==> src/rtl/regfile_pkg.sv <==
// Shared constants, wait-FSM encoding and write-back stage layout for the
// MIPS register file with registered write-back.
package regfile_pkg;

    localparam int unsigned REG_ZERO   = 0;
    localparam int unsigned PC_INCR    = 4;
    localparam int unsigned CNT_W      = 8;   // holds MEM_TIMEOUT up to 255
    localparam int unsigned REG_DATA_W = 32;  // default data width
    localparam int unsigned REG_ADDR_W = 5;   // default index width

    // Load-wait FSM states
    typedef enum logic [1:0] {
        IDLE  = 2'd0,
        WAIT  = 2'd1,
        ABORT = 2'd2
    } wait_state_e;

    // Write-back stage entry at the default widths (used by monitors/benches;
    // the RTL keeps a width-parametrised copy of the same layout).
    typedef struct packed {
        logic                  valid;
        logic [REG_ADDR_W-1:0] dest;
        logic [REG_DATA_W-1:0] data;
    } wb_stage_t;

    // Link register is the all-ones index for a given index width
    function automatic int unsigned link_idx(input int unsigned aw);
        return (32'd1 << aw) - 32'd1;
    endfunction

endpackage

==> src/rtl/regfile_wb_stage.sv <==
// Write-back front end: selects destination and data, runs the load-wait
// FSM with timeout, and holds the one-entry write-back stage register.
module regfile_wb_stage
    import regfile_pkg::*;
#(
    parameter int DATA_WIDTH  = 32,
    parameter int ADDR_WIDTH  = 5,
    parameter int MEM_TIMEOUT = 15
) (
    input  logic                  clock,
    input  logic                  resetN,
    input  logic                  regWrite_i,
    input  logic                  regDest_i,
    input  logic                  memToReg_i,
    input  logic                  jalSignal_i,
    input  logic [ADDR_WIDTH-1:0] rt_i,
    input  logic [ADDR_WIDTH-1:0] rd_i,
    input  logic [DATA_WIDTH-1:0] aluData_i,
    input  logic [DATA_WIDTH-1:0] memData_i,
    input  logic                  memValid_i,
    input  logic [DATA_WIDTH-1:0] pc_i,
    output logic                  stall_o,
    output logic                  memError_o,
    output logic                  wb_valid_o,
    output logic [ADDR_WIDTH-1:0] wb_dest_o,
    output logic [DATA_WIDTH-1:0] wb_data_o
);

    typedef struct packed {
        logic                  valid;
        logic [ADDR_WIDTH-1:0] dest;
        logic [DATA_WIDTH-1:0] data;
    } stage_t;

    localparam logic [ADDR_WIDTH-1:0] LINK    = ADDR_WIDTH'(link_idx(ADDR_WIDTH));
    localparam logic [ADDR_WIDTH-1:0] ZERO    = ADDR_WIDTH'(REG_ZERO);
    localparam logic [CNT_W-1:0]      TIMEOUT = CNT_W'(MEM_TIMEOUT);

    wait_state_e           state_q, state_d;
    logic [CNT_W-1:0]      cnt_q, cnt_d;
    logic                  err_q, err_d;
    stage_t                stage_q, stage_d;
    logic                  accept;
    logic                  stall;
    logic                  needs_mem;
    logic [ADDR_WIDTH-1:0] dest_mux;
    logic [DATA_WIDTH-1:0] data_mux;

    // Destination/data select; jal overrides both other selects
    always_comb begin
        dest_mux  = jalSignal_i ? LINK : (regDest_i ? rd_i : rt_i);
        data_mux  = jalSignal_i ? (pc_i + DATA_WIDTH'(PC_INCR))
                                : (memToReg_i ? memData_i : aluData_i);
        needs_mem = memToReg_i && !jalSignal_i;
    end

    // Wait FSM next state, accept and stall. The timeout cycle itself does
    // not stall, so a dead load holds the requester for MEM_TIMEOUT cycles.
    always_comb begin
        state_d = state_q;
        cnt_d   = cnt_q;
        err_d   = err_q;
        accept  = 1'b0;
        stall   = 1'b0;
        case (state_q)
            IDLE: begin
                if (regWrite_i) begin
                    if (needs_mem && !memValid_i) begin
                        stall   = 1'b1;
                        state_d = WAIT;
                        cnt_d   = CNT_W'(1);
                    end else begin
                        accept = 1'b1;
                    end
                end
            end
            WAIT: begin
                if (!regWrite_i) begin
                    state_d = IDLE;
                    cnt_d   = '0;
                end else if (memValid_i) begin
                    accept  = 1'b1;
                    state_d = IDLE;
                    cnt_d   = '0;
                end else if (cnt_q == TIMEOUT) begin
                    state_d = ABORT;
                    err_d   = 1'b1;
                    cnt_d   = '0;
                end else begin
                    stall = 1'b1;
                    cnt_d = cnt_q + CNT_W'(1);
                end
            end
            ABORT:   state_d = IDLE;
            default: state_d = IDLE;
        endcase
    end

    // Stage load: writes to register 0 are accepted but never become valid
    always_comb begin
        stage_d.valid = accept && (dest_mux != ZERO);
        stage_d.dest  = dest_mux;
        stage_d.data  = data_mux;
    end

    // FSM, counter, sticky error and write-back stage registers
    always_ff @(posedge clock or negedge resetN) begin
        if (!resetN) begin
            state_q <= IDLE;
            cnt_q   <= '0;
            err_q   <= 1'b0;
            stage_q <= '0;
        end else begin
            state_q <= state_d;
            cnt_q   <= cnt_d;
            err_q   <= err_d;
            stage_q <= stage_d;
        end
    end

    assign stall_o    = stall;
    assign memError_o = err_q;
    assign wb_valid_o = stage_q.valid;
    assign wb_dest_o  = stage_q.dest;
    assign wb_data_o  = stage_q.data;

endmodule

==> src/rtl/register_file_wb.sv <==
// MIPS register file with registered write-back stage and load-wait stall.
// Optional macro REGFILE_BYPASS_EN: reads matching the valid write-back
// stage destination return stage data instead of the (stale) array.
module register_file_wb
    import regfile_pkg::*;
#(
    parameter int DATA_WIDTH  = 32,
    parameter int ADDR_WIDTH  = 5,
    parameter int MEM_TIMEOUT = 15
) (
    input  logic                  clock,
    input  logic                  resetN,
    input  logic [ADDR_WIDTH-1:0] rs,
    input  logic [ADDR_WIDTH-1:0] rt,
    input  logic [ADDR_WIDTH-1:0] rd,
    output logic [DATA_WIDTH-1:0] data1,
    output logic [DATA_WIDTH-1:0] data2,
    input  logic                  regWrite,
    input  logic                  regDest,
    input  logic                  memToReg,
    input  logic                  jalSignal,
    input  logic [DATA_WIDTH-1:0] aluData,
    input  logic [DATA_WIDTH-1:0] memData,
    input  logic                  memValid,
    input  logic [DATA_WIDTH-1:0] pc,
    output logic                  stall,
    output logic                  memError
);

    localparam int DEPTH = 2 ** ADDR_WIDTH;
    localparam logic [ADDR_WIDTH-1:0] ZERO = ADDR_WIDTH'(REG_ZERO);

    logic [DATA_WIDTH-1:0] regs_q [DEPTH];
    logic                  wb_valid;
    logic [ADDR_WIDTH-1:0] wb_dest;
    logic [DATA_WIDTH-1:0] wb_data;

    regfile_wb_stage #(
        .DATA_WIDTH (DATA_WIDTH),
        .ADDR_WIDTH (ADDR_WIDTH),
        .MEM_TIMEOUT(MEM_TIMEOUT)
    ) u_wb (
        .clock      (clock),
        .resetN     (resetN),
        .regWrite_i (regWrite),
        .regDest_i  (regDest),
        .memToReg_i (memToReg),
        .jalSignal_i(jalSignal),
        .rt_i       (rt),
        .rd_i       (rd),
        .aluData_i  (aluData),
        .memData_i  (memData),
        .memValid_i (memValid),
        .pc_i       (pc),
        .stall_o    (stall),
        .memError_o (memError),
        .wb_valid_o (wb_valid),
        .wb_dest_o  (wb_dest),
        .wb_data_o  (wb_data)
    );

    // Array commit from the write-back stage (stage is never valid for reg 0)
    always_ff @(posedge clock or negedge resetN) begin
        if (!resetN) begin
            for (int i = 0; i < DEPTH; i++) regs_q[i] <= '0;
        end else if (wb_valid) begin
            regs_q[wb_dest] <= wb_data;
        end
    end

    // Read ports: index 0 reads 0; optional forward from the pending stage
    always_comb begin
        data1 = (rs == ZERO) ? '0 : regs_q[rs];
        data2 = (rt == ZERO) ? '0 : regs_q[rt];
`ifdef REGFILE_BYPASS_EN
        if (wb_valid && (wb_dest == rs) && (rs != ZERO)) data1 = wb_data;
        if (wb_valid && (wb_dest == rt) && (rt != ZERO)) data2 = wb_data;
`endif
    end

endmodule

==> config.mk <==
export PLATFORM = sky130hd
export DESIGN_NAME = register_file_wb
export DESIGN_NICKNAME = d
export VERILOG_FILES = /design/src/rtl/regfile_pkg.sv /design/src/rtl/regfile_wb_stage.sv /design/src/rtl/register_file_wb.sv
export SDC_FILE = /design/constraint.sdc
export NUM_CORES = 2
export LEC_CHECK = 0
export BUFFER_PORTS_ARGS = -buffer_cell sky130_fd_sc_hd__buf_2
export CAP_MARGIN = 40
export CORE_UTILIZATION = 51
export CTS_CLUSTER_DIAMETER = 120
export DETAILED_ROUTE_END_ITERATION = 10
export PLACE_DENSITY = 0.65
export SLEW_MARGIN = 40
export SYNTH_ARGS = -nofsm -noshare
export SYNTH_HDL_FRONTEND = slang
export SYNTH_SLANG_ARGS = --single-unit
==> constraint.sdc <==
create_clock -name clock -period 5.25 [get_ports clock]
set_input_delay 0.2625 -clock clock [delete_from_list [all_inputs] [get_ports clock]]
set_output_delay 0.2625 -clock clock [all_outputs]
set_load 0.02 [all_outputs]
Word-level counts from Yosys, hierarchy flattened
Index checks and enable logic that the tools add are counted.
Widths: inputs -> output; s select.
{ "classes": {"n_eq_ne": 5, "reduce_logical": 14, "addsub": 2, "n_bitwise": 4, "div": 0, "muxes": 38, "order_cmp": 4, "multipliers": 0, "shift": 0} }
{ "op_table": {"columns": ["operator", "n"], "rows": [
  ["$bwmux 1024", 1],
  ["$bmux 32 s5", 2],
  ["$mux 32", 9],
  ["$demux 32 s5", 1],
  ["$mux 8", 5],
  ["$add 32x3->32 const B", 1],
  ["$ge 6x6->1 const B", 3],
  ["$not 5->6", 3],
  ["$pmux 8 s2", 1],
  ["$logic_not 5->1", 2],
  ["$mux 2", 5],
  ["$mux 5", 2],
  ["$mux 1", 9],
  ["$add 8x1->8 const B", 1],
  ["$eq 8x4->1 const B", 1],
  ["$lt 6x1->1 const B", 1],
  ["$reduce_and 3->1", 2],
  ["$reduce_bool 5->1", 1],
  ["$logic_and 1x1->1", 4],
  ["$ne 4x3->1 const B", 1],
  ["$pmux 1 s2", 2],
  ["$pmux 2 s2", 1],
  ["$reduce_and 4->1", 1],
  ["$eq 2x1->1 const B", 1],
  ["6 further kinds", 7]
]} }
{ "word_totals": {"output_inout_bits": 66, "latch_bits": 0, "ff_bits": 1073, "inputBits": 118, "ram_bits": 0, "romBits": 0, "mem_count": 0, "wordCells": 105} }

Depth between registers and ports, before layout
{ "depth": {"ltp_word": 7, "mapped_depth": 9, "depth_no_buf": 5} }

Modules after synthesis
From an unflattened synthesis, not the netlist that was laid out.
{ "unflattened": {"hier_cells": 3929, "area_unflattened_um2": 57964.3} }
{ "by_module_without_submodules": {"columns": ["module", "cells_per_inst", "seq_area_each_um2", "n_inst", "area_each_um2"], "rows": [
  ["register_file_wb", 3617, 25624.6, 1, 55079.1],
  ["regfile_wb_stage", 312, 1226.2, 1, 2885.3]
]} }

Least setup slack after synthesis
Ideal clock, no wire load.
{ "synth_path": {"path_kind": "register to output", "startpoint": "register u_wb.cnt_q[0]", "endpoint": "output stall", "t_arrival_ns": 2.096, "required_ns": 4.988, "path_stages_with_launch": 6, "setup_slack_ns": 2.891, "n_path_buf": 0, "cell_sequence": "dfrtp_1 > ha_1 > nand3_1 > nand2b_1 > inv_1 > a2111oi_0"} }
{ "synth_between": {"elab_chain_cells": 5} }
{ "synth_rtl": {"columns": ["element", "line_no", "text"], "rows": [
  ["start: declaration", "regfile_wb_stage.sv:40", "logic [CNT_W-1:0] cnt_q, cnt_d;"],
  ["start signal: assignment", "regfile_wb_stage.sv:115", "cnt_q <= cnt_d;"],
  ["$eq 8x4->1", "regfile_wb_stage.sv:85", "end else if (cnt_q == TIMEOUT) begin"],
  ["$mux 1", "regfile_wb_stage.sv:85", null],
  ["$mux 1", "regfile_wb_stage.sv:81", "end else if (memValid_i) begin"],
  ["$mux 1", "regfile_wb_stage.sv:78", "if (!regWrite_i) begin"],
  ["$pmux 1 s2", "regfile_wb_stage.sv:65", "case (state_q)"],
  ["end: declaration", "register_file_wb.sv:26", "output logic stall,"]
]} }
Every way passes these cells.

Final worst setup path
{ "layout_path": {"startpoint": "input rs[2]", "endpoint": "output data1[18]"} }
{ "layout_between": {"elab_chain_cells": 5, "elab_cells_between_ends": 6, "classes_between": "4 x mux; 1 x bitwise; 1 x reduce/logical"} }
{ "layout_rtl": {"columns": ["element", "line_no", "text"], "rows": [
  ["start: declaration", "register_file_wb.sv:13", "input logic [ADDR_WIDTH-1:0] rs,"],
  ["$not 5->6 (not written as such)", "register_file_wb.sv:73", "data1 = (rs == ZERO) ? '0 : regs_q[rs];"],
  ["$bmux 32 s5", "register_file_wb.sv:73", null],
  ["$mux 32 (not written as such) (2 in a row)", "register_file_wb.sv:73", null],
  ["$mux 32 *", "register_file_wb.sv:73", null],
  ["end: declaration", "register_file_wb.sv:16", "output logic [DATA_WIDTH-1:0] data1,"]
]} }
Mark *: on every way between the ends. The rest lies on a longest branch, timed or not. The select of a mux whose other input is x is not followed.

==> impl_metrics.toml <==
[outcome]
status = "complete, no violations"

[routing]
vias = 38000
drt_iter0_drc = 3917
route.detailed.drc = 0
finalWirelength_um = 178000
wl_met3_um = 16200
wl_met2_um = 81100
ant_nets = 0
wl_met1_um = 75300
top_layer = "met4"
vias_per_cell = 6.78
wl_per_cell_um = 31.7
first_pass_iters = 7

[clock_network]
cts_made_buffers = 116
cts_hold_buf = 71
post_cts_buffers = 0
htreeDepth = 3
cts_tree = "built"
clkTransAtPathRegs_ns = 0.06
cts.sinks = 1073
insertion_delay_ns = 0.70
clockRootBuffer = "clkbuf_16"
cts_buffer_depth = 3
cts-resized-gates = 0

[critical_path]
slowest_stage = "nor2b_4"
worst-path-max-fanout = 34
worstPathArrival_ns = 3.26
crit_type = "primary input to output port"
critical_path_required_ns = 4.99
critPathLaunchType = "primary input"
cp.depth = 7
crit_chain = "buf_4, nor2b_4, buf_4, a22o_1, a211oi_1, nor3_1, buf_2"
endpoint_kind = "output port"
r2r_cells = 4
slowest_delay_ns = 0.79
crit_family = "simple AND/OR/NAND/NOR gates"
cp_common_cell = "buf_4"
path_buf_inv = 3

[placement]
dp.cells = 5327
post-dp-hpwl_um = 110000
port_buffers = 183
gp_congestion = 0.864

[floorplanning]
io_pins = 184
die_width_um = 337
coreArea_sq_um = 111000
initial_core_util_pct = 51.6
die_area_sq_um = 114000
fp.dieH_um = 337
num_rows = 122

[power_and_ir_drop]
p_comb_share_pct = 19.0
leakage_nw = 28.9
power.density_nw_per_um2 = 374
internal_power_mw = 17.7
ir_drop_mv = 0.299
fin_total_pwr_mw = 24.3
seqPwrFrac_pct = 45.7
switchingPower_mw = 6.61
p_clk_share_pct = 35.3
netSwitchingFraction_pct = 27.2

[sta]
maxSlewViolCount = 0
rsz0062_at_grt = "no"
skew_ns = 0.0234
fmax_mhz = 284
setup_viol = 0
tightest_slew_ns = 0.932
finalCritPeriodShare_pct = 67.1
period_minus_slack_ns = 3.52
tns_ns = 0
timing.hold.ws_ns = 0.0329
relSlewSlack_pct = 37.4
final_hold_viol_count = 0

[synth]
yosysUniqueCellTypes = 52
yosys.area.top_type = "dfrtp_1"
synth-main-ff-cell = "dfrtp_1"
yosysTopAreaCellShare_pct = 46.8
synth_cells = 3941
synthTopCellsByArea = "dfrtp_1 47%, mux2_2 22%, mux4_2 16%"
yosys_warnings = 0
synth.avg_cell_area_sq_um = 14.6
netlist_area_sq_um = 57400
synthArstFlopShare_pct = 100
synth_seq_area_share_pct = 46.8
synth_nets = 4061
ys_ff_latch = 1073
synth_edf_count = 0

[final_layout]
drive_gt1_share_pct = 52.2
syn_to_final_growth_pct = 13.1
fillers = 8821
nets = 4151
finalNonFillerCells = 5612
multiInputGateArea_sq_um = 28900
fin_util_pct = 58.4
layout.area.seq_sq_um = 26900

[global_route]
grt_pass1_wl_um = 266000
grt_usage_pct = 32.0
antenna_found_initial = 4
grt_max_degree = 155
first_global_vias = 38800
overflow = 0

[min_path]
hold_class = "primary input to asynchronous set/reset pin"

[run]
maxCapViolations = 0
metrics by stage:
step                setup slack, ns  cell area, sq um
detailed placement             1.82             60100
global route                   1.74             64900
CTS                            1.81             64800
floorplan                      2.89             57400
finish                         1.73             64900
global placement               1.74             59600
worst register-to-register path: stages (launching register included):
cell and delay [ns]:
dfrtp_1 0.48, or3b_2 0.62, nor2_4 0.66, buf_4 0.58, mux2_2 0.41
cells in the final DEF (no fill, tap or decap), types with 35 or more instances in the layout:
cell and count:
a211oi_1 55, a22o_1 62, a22oi_1 35, and3_1 37, buf_2 175, buf_4 95
clkbuf_16 122, dfrtp_1 1044, dlygate4sd3_1 71, mux2_2 1146, mux2i_1 152, mux4_2 413
nand2_1 67, nand3_1 49, o221ai_1 61
synth_stat cells (9+ instances only):
master,count
o21ai_0,13
a21oi_1,21
o31ai_1,12
and3_1,38
mux2i_1,152
buf_6,12
mux4_2,413
nor3_1,34
buf_2,94
a31oi_1,11
dfrtp_1,1073
o22ai_1,32
nor2b_1,29
a211o_1,32
or3_1,9
nand2_1,83
mux2_2,1146
clkbuf_1,231
a221oi_1,32
or4_1,12
a211oi_1,55
buf_1,54
nor2_1,31
a22o_1,62
nand3_1,49
and4_1,11
a22oi_1,35
buf_4,25
o221ai_1,61
logic make-up (layout without fill, tap and decap cells):
family,count (synthesis),after routing,synth area share [%]
xor+xnor,13,13,0.198
flops,1073,1073,46.8
buf+inv,421,603,3.28
other cells,0,1,0
compound gates,379,379,5.16
simple gates,342,342,3.19
mux,1711,1711,41.3
fa+ha+maj,2,2,0.0436
cell type report:
| class | instances | area share, % |
|---|---|---|
| multi-input cells | 2447 | 44.5 |
| repair buffers | 388 | 5.02 |
| well taps | 1488 | 2.87 |
| clock inverters | 41 | 0.811 |
| flip-flops and latches | 1073 | 41.4 |
| diodes | 1 | 0.00385 |
| inverters | 5 | 0.0289 |
| clock buffers | 169 | 5.34 |
path summary, 6_finish.rpt:
kind	startpoint	to	slack [ns]
setup / recovery	rs[2]	data1[18]	1.73
hold / removal	resetN	regs_q[999]	0.03
setup reg to reg	u_wb.wb_dest_o[1]	regs_q[245]	2.38
hold reg to reg	u_wb.memError_o	u_wb.memError_o	0.47
max in group asynchronous	resetN	regs_q[535]	3.63
min in group clock	pc[4]	u_wb.wb_data_o[4]	0.05
power groups by stage:
stage          clock network [mW]  registers, mW  logic [mW]
5_1_grt                      9.00           11.3        4.93
6_report                     8.57           11.1        4.61
3_3_place_gp                    0           11.1        4.42
2_1_floorplan                   0           10.6        3.57
4_1_cts                      8.68           11.0        4.61
3_5_place_dp                    0           11.2        4.54
routing by layer:
| metal | vias up | global-route usage [%] |
|---|---|---|
| met5 | - | 0 |
| met4 | 0 | 9.30 |
| met3 | 298 | 7.10 |
| met2 | 1757 | 48.8 |
| met1 | 20400 | 46.0 |
| li1 | 15500 | - |
registers in the layout, indices dropped and copies added, names as in the netlist:
name / flops
u_wb.state_q: 2
u_wb.wb_data_o: 32
u_wb.cnt_q: 8
u_wb.memError_o: 1
u_wb.wb_valid_o: 1
u_wb.wb_dest_o: 5
regs_q: 1024
(Power assumes the default switching activity.)
